`src/rtl/sram_if_pkg.sv`:
```
// sram_if_pkg: constants and state encoding shared by the SRAM arbiter and its client ports
package sram_if_pkg;

    localparam int SRAM_WORD_AW      = 18;
    localparam int SRAM_BYTE_AW      = 19;
    localparam int READ_WAIT_DEFAULT = 4;

    typedef enum logic [2:0] {
        ST_IDLE,
        ST_WR_GET,
        ST_RD_ISSUE,
        ST_WAIT_ACK,
        ST_RD_WAIT,
        ST_FIN
    } port_state_t;

endpackage

```
`src/rtl/sram_byte_fifo.sv`:
```
// sram_byte_fifo: synchronous byte FIFO; a push into a full FIFO is taken only alongside a pop
module sram_byte_fifo #(
    parameter int DEPTH = 2
) (
    input  logic                   clk200,
    input  logic                   reset,
    input  logic                   push,
    input  logic [7:0]             push_data,
    input  logic                   pop,
    output logic [7:0]             pop_data,
    output logic                   full,
    output logic                   empty,
    output logic [$clog2(DEPTH):0] count
);

    localparam int AW = $clog2(DEPTH);

    logic [7:0]    mem [DEPTH];
    logic [AW-1:0] wr_ptr;
    logic [AW-1:0] rd_ptr;
    logic          do_push;
    logic          do_pop;

    assign full     = count == (AW + 1)'(DEPTH);
    assign empty    = count == '0;
    assign do_pop   = pop && !empty;
    assign do_push  = push && (!full || do_pop);
    assign pop_data = mem[rd_ptr];

    // Pointers wrap naturally because DEPTH is a power of two
    always_ff @(posedge clk200) begin
        if (reset) begin
            wr_ptr <= '0;
            rd_ptr <= '0;
            count  <= '0;
        end else begin
            if (do_push) wr_ptr <= wr_ptr + AW'(1);
            if (do_pop) rd_ptr <= rd_ptr + AW'(1);
            count <= count + (AW + 1)'(do_push) - (AW + 1)'(do_pop);
        end
    end

    // Byte storage, contents are don't-care until pushed
    always_ff @(posedge clk200) begin
        if (do_push) mem[wr_ptr] <= push_data;
    end

endmodule

```
`src/rtl/sram_byte_port.sv`:
```
// sram_byte_port: turns byte-stream commands into single-byte toggle req/ack SRAM accesses
module sram_byte_port
    import sram_if_pkg::*;
#(
    parameter int READ_WAIT     = READ_WAIT_DEFAULT,
    parameter int RD_FIFO_DEPTH = 2
) (
    input  logic                    clk200,
    input  logic                    reset,
    input  logic                    cmd_valid,
    output logic                    cmd_ready,
    input  logic                    cmd_write,
    input  logic [SRAM_BYTE_AW-1:0] cmd_addr,
    input  logic [15:0]             cmd_len,
    input  logic                    wr_valid,
    output logic                    wr_ready,
    input  logic [7:0]              wr_data,
    output logic                    rd_valid,
    input  logic                    rd_ready,
    output logic [7:0]              rd_data,
    output logic                    busy,
    output logic                    done,
    output logic                    sram_req,
    input  logic                    sram_ack,
    output logic                    sram_read,
    output logic [SRAM_WORD_AW-1:0] sram_address,
    output logic                    sram_ub,
    output logic [7:0]              sram_wdata,
    input  logic [15:0]             sram_rdata
);

    localparam int              FCW          = $clog2(RD_FIFO_DEPTH) + 1;
    localparam logic [FCW-1:0]  FIFO_DEPTH_C = FCW'(RD_FIFO_DEPTH);
    localparam logic [7:0]      WAIT_LOAD    = 8'(READ_WAIT - 1);

    port_state_t             state;
    port_state_t             state_nx;
    logic [SRAM_BYTE_AW-1:0] addr;
    logic [15:0]             remaining;
    logic                    is_write;
    logic [7:0]              wait_cnt;
    logic [FCW-1:0]          fifo_count;
    logic                    fifo_full;
    logic                    fifo_empty;
    logic                    fifo_push;
    logic                    fifo_pop;
    logic                    rd_inflight;
    logic                    issue_wr;
    logic                    issue_rd;
    logic                    acked;

    assign acked       = sram_ack == sram_req;
    assign rd_inflight = !is_write && (state == ST_WAIT_ACK || state == ST_RD_WAIT);
    assign rd_valid    = !fifo_empty && !reset;
    assign fifo_pop    = rd_valid && rd_ready;

    // Next state, handshake outputs and the single-cycle issue/push strobes
    always_comb begin
        state_nx  = state;
        cmd_ready = 1'b0;
        wr_ready  = 1'b0;
        done      = 1'b0;
        busy      = !reset && state != ST_IDLE;
        issue_wr  = 1'b0;
        issue_rd  = 1'b0;
        fifo_push = 1'b0;
        case (state)
            ST_IDLE: begin
                cmd_ready = !reset;
                if (cmd_valid) state_nx = cmd_len == '0 ? ST_FIN : cmd_write ? ST_WR_GET : ST_RD_ISSUE;
            end
            ST_WR_GET: begin
                wr_ready = !reset;
                issue_wr = wr_valid;
                if (wr_valid) state_nx = ST_WAIT_ACK;
            end
            ST_RD_ISSUE: begin
                issue_rd = !fifo_full && (fifo_count + FCW'(rd_inflight)) < FIFO_DEPTH_C;
                if (issue_rd) state_nx = ST_WAIT_ACK;
            end
            ST_WAIT_ACK: begin
                if (acked) state_nx = !is_write ? ST_RD_WAIT : remaining == 16'd1 ? ST_FIN : ST_WR_GET;
            end
            ST_RD_WAIT: begin
                fifo_push = wait_cnt == '0;
                if (fifo_push) state_nx = remaining == '0 ? ST_FIN : ST_RD_ISSUE;
            end
            ST_FIN: begin
                done     = !reset;
                state_nx = ST_IDLE;
            end
            default: state_nx = ST_IDLE;
        endcase
    end

    // State register
    always_ff @(posedge clk200) begin
        state <= reset ? ST_IDLE : state_nx;
    end

    // Reset withdraws an unaccepted request and turns a racing acceptance into a read
    always_ff @(posedge clk200) begin
        if (reset) begin
            sram_req  <= sram_ack;
            sram_read <= 1'b1;
        end else begin
            if (state == ST_IDLE && cmd_valid) begin
                addr      <= cmd_addr;
                remaining <= cmd_len;
                is_write  <= cmd_write;
            end
            if (issue_wr || issue_rd) begin
                sram_req     <= ~sram_req;
                sram_read    <= issue_rd;
                sram_address <= addr[SRAM_BYTE_AW-1:1];
                sram_ub      <= ~addr[0];
            end
            if (issue_wr) sram_wdata <= wr_data;
            if (state == ST_WAIT_ACK && acked) begin
                addr      <= addr + SRAM_BYTE_AW'(1);
                remaining <= remaining - 16'd1;
                wait_cnt  <= WAIT_LOAD;
            end
            if (state == ST_RD_WAIT && wait_cnt != '0) wait_cnt <= wait_cnt - 8'd1;
        end
    end

    sram_byte_fifo #(
        .DEPTH(RD_FIFO_DEPTH)
    ) u_rd_fifo (
        .clk200   (clk200),
        .reset    (reset),
        .push     (fifo_push),
        .push_data(sram_ub ? sram_rdata[15:8] : sram_rdata[7:0]),
        .pop      (fifo_pop),
        .pop_data (rd_data),
        .full     (fifo_full),
        .empty    (fifo_empty),
        .count    (fifo_count)
    );

endmodule
```
`config.mk`:
```
export PLATFORM = sky130hd
export DESIGN_NAME = sram_byte_port
export DESIGN_NICKNAME = d
export VERILOG_FILES = /design/src/rtl/sram_if_pkg.sv /design/src/rtl/sram_byte_fifo.sv /design/src/rtl/sram_byte_port.sv
export SDC_FILE = /design/constraint.sdc
export NUM_CORES = 1
export LEC_CHECK = 0
export CORE_MARGIN = 2
export CORE_UTILIZATION = 45
export DETAILED_ROUTE_END_ITERATION = 8
export PLACE_DENSITY = 0.76
export SYNTH_ARGS = -nofsm -noshare
export SYNTH_HDL_FRONTEND = slang
export SYNTH_SLANG_ARGS = --single-unit
```
`constraint.sdc`:
```
create_clock -name clk200 -period 3.55 [get_ports clk200]
set_clock_uncertainty 0.15 [all_clocks]
set_input_delay 0.355 -clock clk200 [delete_from_list [all_inputs] [get_ports clk200]]
set_output_delay 0.355 -clock clk200 [all_outputs]
set_load 0.005 [all_outputs]
```
Word level (Yosys, flattened, before mapping)
Memories as Yosys holds them, arrays and structs flattened. A register that Yosys moved wholly into a read port is not among the register bits.
Cells that the tools add are included.
- register bits after elaboration: 80
- memory bits (writable): 16
- input port bits: 66
- output and inout bits: 42
- logic and storage cells: 102
- memories kept: 1
- memories (memory ; depth ; bits a word ; rd ports ; clocked after memory_dff ; write ports ; line ; text):
    u_rd_fifo.mem ; 2 ; 8 ; 1 ; 1 ; 1 ; sram_byte_fifo.sv:18 ; logic [7:0] mem [DEPTH];
- add/sub/neg operators: 8
- magnitude comparators: 1
- equality and inequality tests: 13
- multiplexer cells: 30
- bitwise logic cells: 3
- reductions and logical operators: 33
- operators by type and width (kind ; number):
    $mux 19 ; 2
    $logic_not 16->1 ; 2
    $mux 16 ; 2
    $mux 3 ; 9
    $mux 8 ; 3
    $add 19x1->19 const B ; 1
    $eq 16x1->1 const B ; 1
    $sub 16x1->16 const B ; 1
    $pmux 3 s5 ; 1
    $mux 1 ; 12
    $logic_and 1x1->1 ; 10
    $reduce_and 2->1 ; 5
    $logic_not 8->1 ; 1
    $ne 2x2->1 const B ; 4
    $reduce_bool 8->1 ; 1
    $sub 8x1->8 const B ; 1
    $eq 3x2->1 const B ; 2
    $eq 3x3->1 const B ; 2
    $reduce_bool 2->1 ; 3
    $reduce_and 5->1 ; 1
    $add 2x1->2 ; 2
    $logic_not 1->1 ; 4
    $eq 3x1->1 const B ; 1
    $logic_not 3->1 ; 1
    other kinds (11) ; 16

Longest topological paths before layout
- depth after elaboration: 10
- gate-level depth with buffers: 9

Modules after synthesis
From an unflattened synthesis, not the netlist that was laid out.
- cell total of the unflattened synthesis: 400
- area total of the unflattened synthesis: 4715.8 sq um
- by module, submodules not included (module ; instances ; cells an instance ; area each (sq um) ; seq. area each (sq um)):
    sram_byte_port ; 1 ; 348 ; 3890.0 ; 2242.2
    sram_byte_fifo ; 1 ; 52 ; 825.8 ; 580.6

Least setup slack after synthesis
OpenSTA, ideal clock, no wires.
- path type: register to register
- from: register state[0]
- to: register addr[0], enable pin
- library setup time: 439 ps
- arrival: 2975 ps
- setup slack: -14 ps
- cell stages (with the launch flop): 8
- buffers on the path: 3
- period minus slack after synthesis: 3564 ps
- cell sequence: dfxtp_1 > buf_2 > inv_1 > nor2_1 > nand3_1 > clkbuf_8 > clkbuf_1 > a21oi_1
- longest elaborated chain between the ends: 4
- ends and longest elaborated chain (element ; line ; text):
    from (decl) ; sram_byte_port.sv:36 ; port_state_t state;
    from (signal assigned) ; sram_byte_port.sv:98 ; state <= reset ? ST_IDLE : state_nx;
    $eq 3x2->1 / $logic_not 3->1 (equally long branches) ; sram_byte_port.sv:119, sram_byte_port.sv:107 ;
    $logic_and 1x1->1 (on tied branches) ; sram_byte_port.sv:119, sram_byte_port.sv:107 ;
    $reduce_bool 2->1 (no source line) (*) ; - ;
    $reduce_and 2->1 (no source line) (*) ; - ;
    to (signal assigned) ; sram_byte_port.sv:108 ; addr <= cmd_addr;
    to (signal assigned) ; sram_byte_port.sv:120 ; addr <= addr + SRAM_BYTE_AW'(1);
    to (decl) ; sram_byte_port.sv:38 ; logic [SRAM_BYTE_AW-1:0] addr;
Every way passes the cells marked *; elsewhere a longest branch is shown, timed or not.
A chain may end at the register's enable or synchronous reset.

Worst setup path in the final report
- from: register state[0]
- to: register wait_cnt[5], enable pin
- longest elaborated chain between the ends: 4
- ends and longest elaborated chain (element ; line ; text):
    $eq 3x2->1 / $eq 3x3->1 (equally long branches) ; sram_byte_port.sv:119, sram_byte_port.sv:124 ;
    $logic_and 1x1->1 (on tied branches) ; sram_byte_port.sv:119, sram_byte_port.sv:124 ;
    $reduce_bool 2->1 (no source line) (*) ; - ;
    $reduce_and 2->1 (no source line) (*) ; - ;
    to (signal assigned) ; sram_byte_port.sv:124 ; if (state == ST_RD_WAIT && wait_cnt != '0) wait_cnt <= wait_cnt - 8'd1;
    to (decl) ; sram_byte_port.sv:41 ; logic [7:0] wait_cnt;
Marks and branches as above.

==> flow_metrics.env <==
export IMPL_reg2reg_depth=4
export IMPL_r2r_slack_ns=0.87
export IMPL_synth_adder_area_share_pct=1.63
export IMPL_drtIter0Drc=158
export IMPL_post_cts_buffers=0
export IMPL_irDropWorstVdd_v=0.000228
export IMPL_layout_common_cells="107 x clkdlybuf4s50_1, 88 x edfxtp_1, 54 x nand2_1"
export IMPL_fin_nets=570
export IMPL_h_tree_depth=3
export IMPL_cp_cell_sequence="inv_1 > nor2_1 > nand3_2 > a21oi_1"
export IMPL_hpwl_mm=6.96
export IMPL_hold_end="sram_read"
export IMPL_cp_end_kind="flip-flop"
export IMPL_cts_made_buffers=9
export IMPL_drv_slew=0
export IMPL_critPathArrivalTime_ns=2.51
export IMPL_max_cap_violations=0
export IMPL_synthCells=393
export IMPL_multi_input_area_um2=1680
export IMPL_viasPerCell=5.21
export IMPL_first_global_vias=3251
export IMPL_cts_resized=0
export IMPL_ys_seq_area_share_pct=61.3
export IMPL_layout_commonest_cell="clkdlybuf4s50_1"
export IMPL_seq_area_um2=2820
export IMPL_dieArea_um2=11100
export IMPL_io_buffer_count=107
export IMPL_grt_pass1_wl_mm=15.5
export IMPL_antenna_found_initial=0
export IMPL_finalCritPeriodShare_pct=75.4
export IMPL_cp_slowest_cell="a21oi_1"
export IMPL_layout_setup_ws_ns=0.872
export IMPL_drc=0
export IMPL_power_density_nw_per_um2=497
export IMPL_slowest_delay_ns=0.75
export IMPL_min_from="sram_read"
export IMPL_critPathMaxFanout=29
export IMPL_drive_gt1_share_pct=8.75
export IMPL_ant_nets=0
export IMPL_area_delta_synth_final_pct=30.4
export IMPL_core_um2=9860
export IMPL_drtPass1Iterations=4
export IMPL_synth_xor_area_share_pct=7.61
export IMPL_syn_area_per_cell_um2=11.7
export IMPL_leakagePower_nw=2.04
export IMPL_synth_top_family_by_area="simple AND/OR/NAND/NOR gates"
export IMPL_clockRootBuffer="clkbuf_8"
export IMPL_gr_total_overflow=0
export IMPL_critPathKind="flip-flop to flip-flop"
export IMPL_post_place_ws_ns=0.658
export IMPL_ys_warn_count=0
export IMPL_ys_ff_latch=97
export IMPL_cts_sinks=97
export IMPL_worst_pin_slew_ns=0.977
export IMPL_setup_tns_ns=0
export IMPL_reg2reg_to="wait_cnt[5]"
export IMPL_rsz0062_at_grt="false"
export IMPL_setup_violations=0
export IMPL_rows=36
export IMPL_fillers=789
export IMPL_cts_max_path_buffers=2
export IMPL_gp_congestion=0.814
export IMPL_tritoncts="done"
export IMPL_die_w_um=105
export IMPL_ys_types=45
export IMPL_hold_violations=0
export IMPL_antenna_cells=0
export IMPL_insertion_delay_ns=0.36
export IMPL_die_h_um=105
export IMPL_yosys_area_share_simple_pct=15.5
export IMPL_path_clk_slew_ns=0.08
export IMPL_min_path_cells=2
export IMPL_reg2reg_from="state[0]"
export IMPL_hold_class="flip-flop to flip-flop"
export IMPL_path_buf_inv=1
export IMPL_grt_max_degree=40
export IMPL_io_pins=108
export IMPL_synth_nets=465
export IMPL_synth_compound_area_share_pct=7.17
export IMPL_slew_headroom_pct=34.3
export IMPL_drt_wl_total_mm=9.47
export IMPL_synthMuxAreaShare_pct=3.91
export IMPL_start_util_pct=46.7
export IMPL_cp_required_ns=3.38
export IMPL_period_minus_slack_ns=2.68
export IMPL_track_usage_pct=17.6
export IMPL_netlist_area_um2=4610
export IMPL_status="completed"
export IMPL_critPathLaunchType="flip-flop"
export IMPL_num_vias=3316
export IMPL_max_freq_mhz=373
export IMPL_crit_family="simple AND/OR/NAND/NOR gates"
export IMPL_avgRoutedWirePerCell_um=14.9
export IMPL_hold_buffers=0
[metal layers]
layer  vias up  global-route usage [%]  wire length, µm
met3        13                    2.93              409
met2        90                    30.1             4630
met4         0                    6.10              124
met5         -                       0                0
li1       1641                       -                -
met1      1572                    22.6             4300
[sequential cells by signal (all words and copies together) (netlist names), named ones only]
name and cells:
addr 19, is_write 1, remaining 16, sram_address 18, sram_read 1, sram_req 1, sram_ub 1, sram_wdata 8
state 3, u_rd_fifo.count 2, u_rd_fifo.mem 16, u_rd_fifo.rd_ptr 1, u_rd_fifo.wr_ptr 1, wait_cnt 8
[synthesized netlist by cell type, drive strengths merged]
cell	count	area share [%]
a22oi	1	0.16
buf	4	0.46
a2bb2oi	1	0.19
mux2	16	3.9
inv	11	0.90
and2	3	0.41
nor2b	2	0.27
nor3	12	1.5
or3	2	0.38
nor4b	1	0.19
a31oi	4	0.54
nor2	36	2.9
a311oi	1	0.19
o41ai	1	0.19
a211oi	2	0.33
a31o	1	0.19
o22ai	1	0.14
edfxtp	88	57
a2111o	1	0.24
nand4	6	0.82
nand2b	2	0.27
o21ai	35	3.9
ha	6	1.6
xor2	13	2.5
a211o	1	0.19
a21oi	5	0.54
clkbuf	13	1.5
dfxtp	9	3.9
or4	1	0.24
nand2	54	4.4
and3	5	0.68
xnor2	27	5.1
nor4	14	2.0
o311a	1	0.22
o31ai	1	0.16
or3b	1	0.19
nand3	11	1.2
[final cells by class]
cell class	instances	share of cell area, %
Clock buffer	11	2.19
Timing Repair Buffer	111	18.3
Multi-Input combinational cell	268	28.0
Inverter	11	0.688
Tap cell	133	2.77
Clock inverter	5	1.06
Sequential cell	97	47.0
[stage by stage]
step           utilization (%)  power, mW  area, µm²  hold slack, ns  cells
6_report                  60.9       2.99       6010           0.308    636
5_1_grt                   60.9       3.14       6010           0.340    636
4_1_cts                   60.9       3.01       6010           0.310    636
3_5_place_dp              58.9       2.31       5810           0.296    620
3_3_place_gp              58.9       2.28       5810           0.286    620
2_1_floorplan                -       1.98       4610           0.289    393
[where the power goes]
group          internal, mW  total, mW  leakage [nW]  switching (mW)
combinational         0.340      0.662          1.07           0.322
clock                 0.332      0.707        0.0941           0.376
sequential             1.47       1.62         0.876           0.150
total                  2.14       2.99          2.04           0.847
[worst max-delay path by stage]
stage,slack (ns),to,startpoint,depth (start not counted)
2_1_floorplan,0.66,addr[0],state[0],7
3_3_place_gp,0.76,wait_cnt[0],sram_ack,4
3_5_place_dp,0.66,wait_cnt[1],sram_ack,4
4_1_cts,0.82,wait_cnt[6],state[0],4
5_1_grt,0.56,u_rd_fifo.mem[0][1],wait_cnt[2],3
6_report,0.87,wait_cnt[5],state[0],4
[logic make-up (layout without fill, tap and decap cells)]
kind of cell             count (synthesis)  in the layout
AO/OA/AOI/OAI                           56             56
flip-flops                              97             97
AND/OR/NAND/NOR                        150            150
multiplexers                            16             16
XOR/XNOR                                40             40
adder cells (fa/ha/maj)                  6              6
buffers and inverters                   28            138
[worst register-to-register path: stages, from the launching register on]
cell and delay, ns:
dfxtp_1 0.52, inv_1 0.14, nor2_1 0.26, nand3_2 0.49, a21oi_1 0.76
Note: power is estimated with default switching activity, not from simulation.
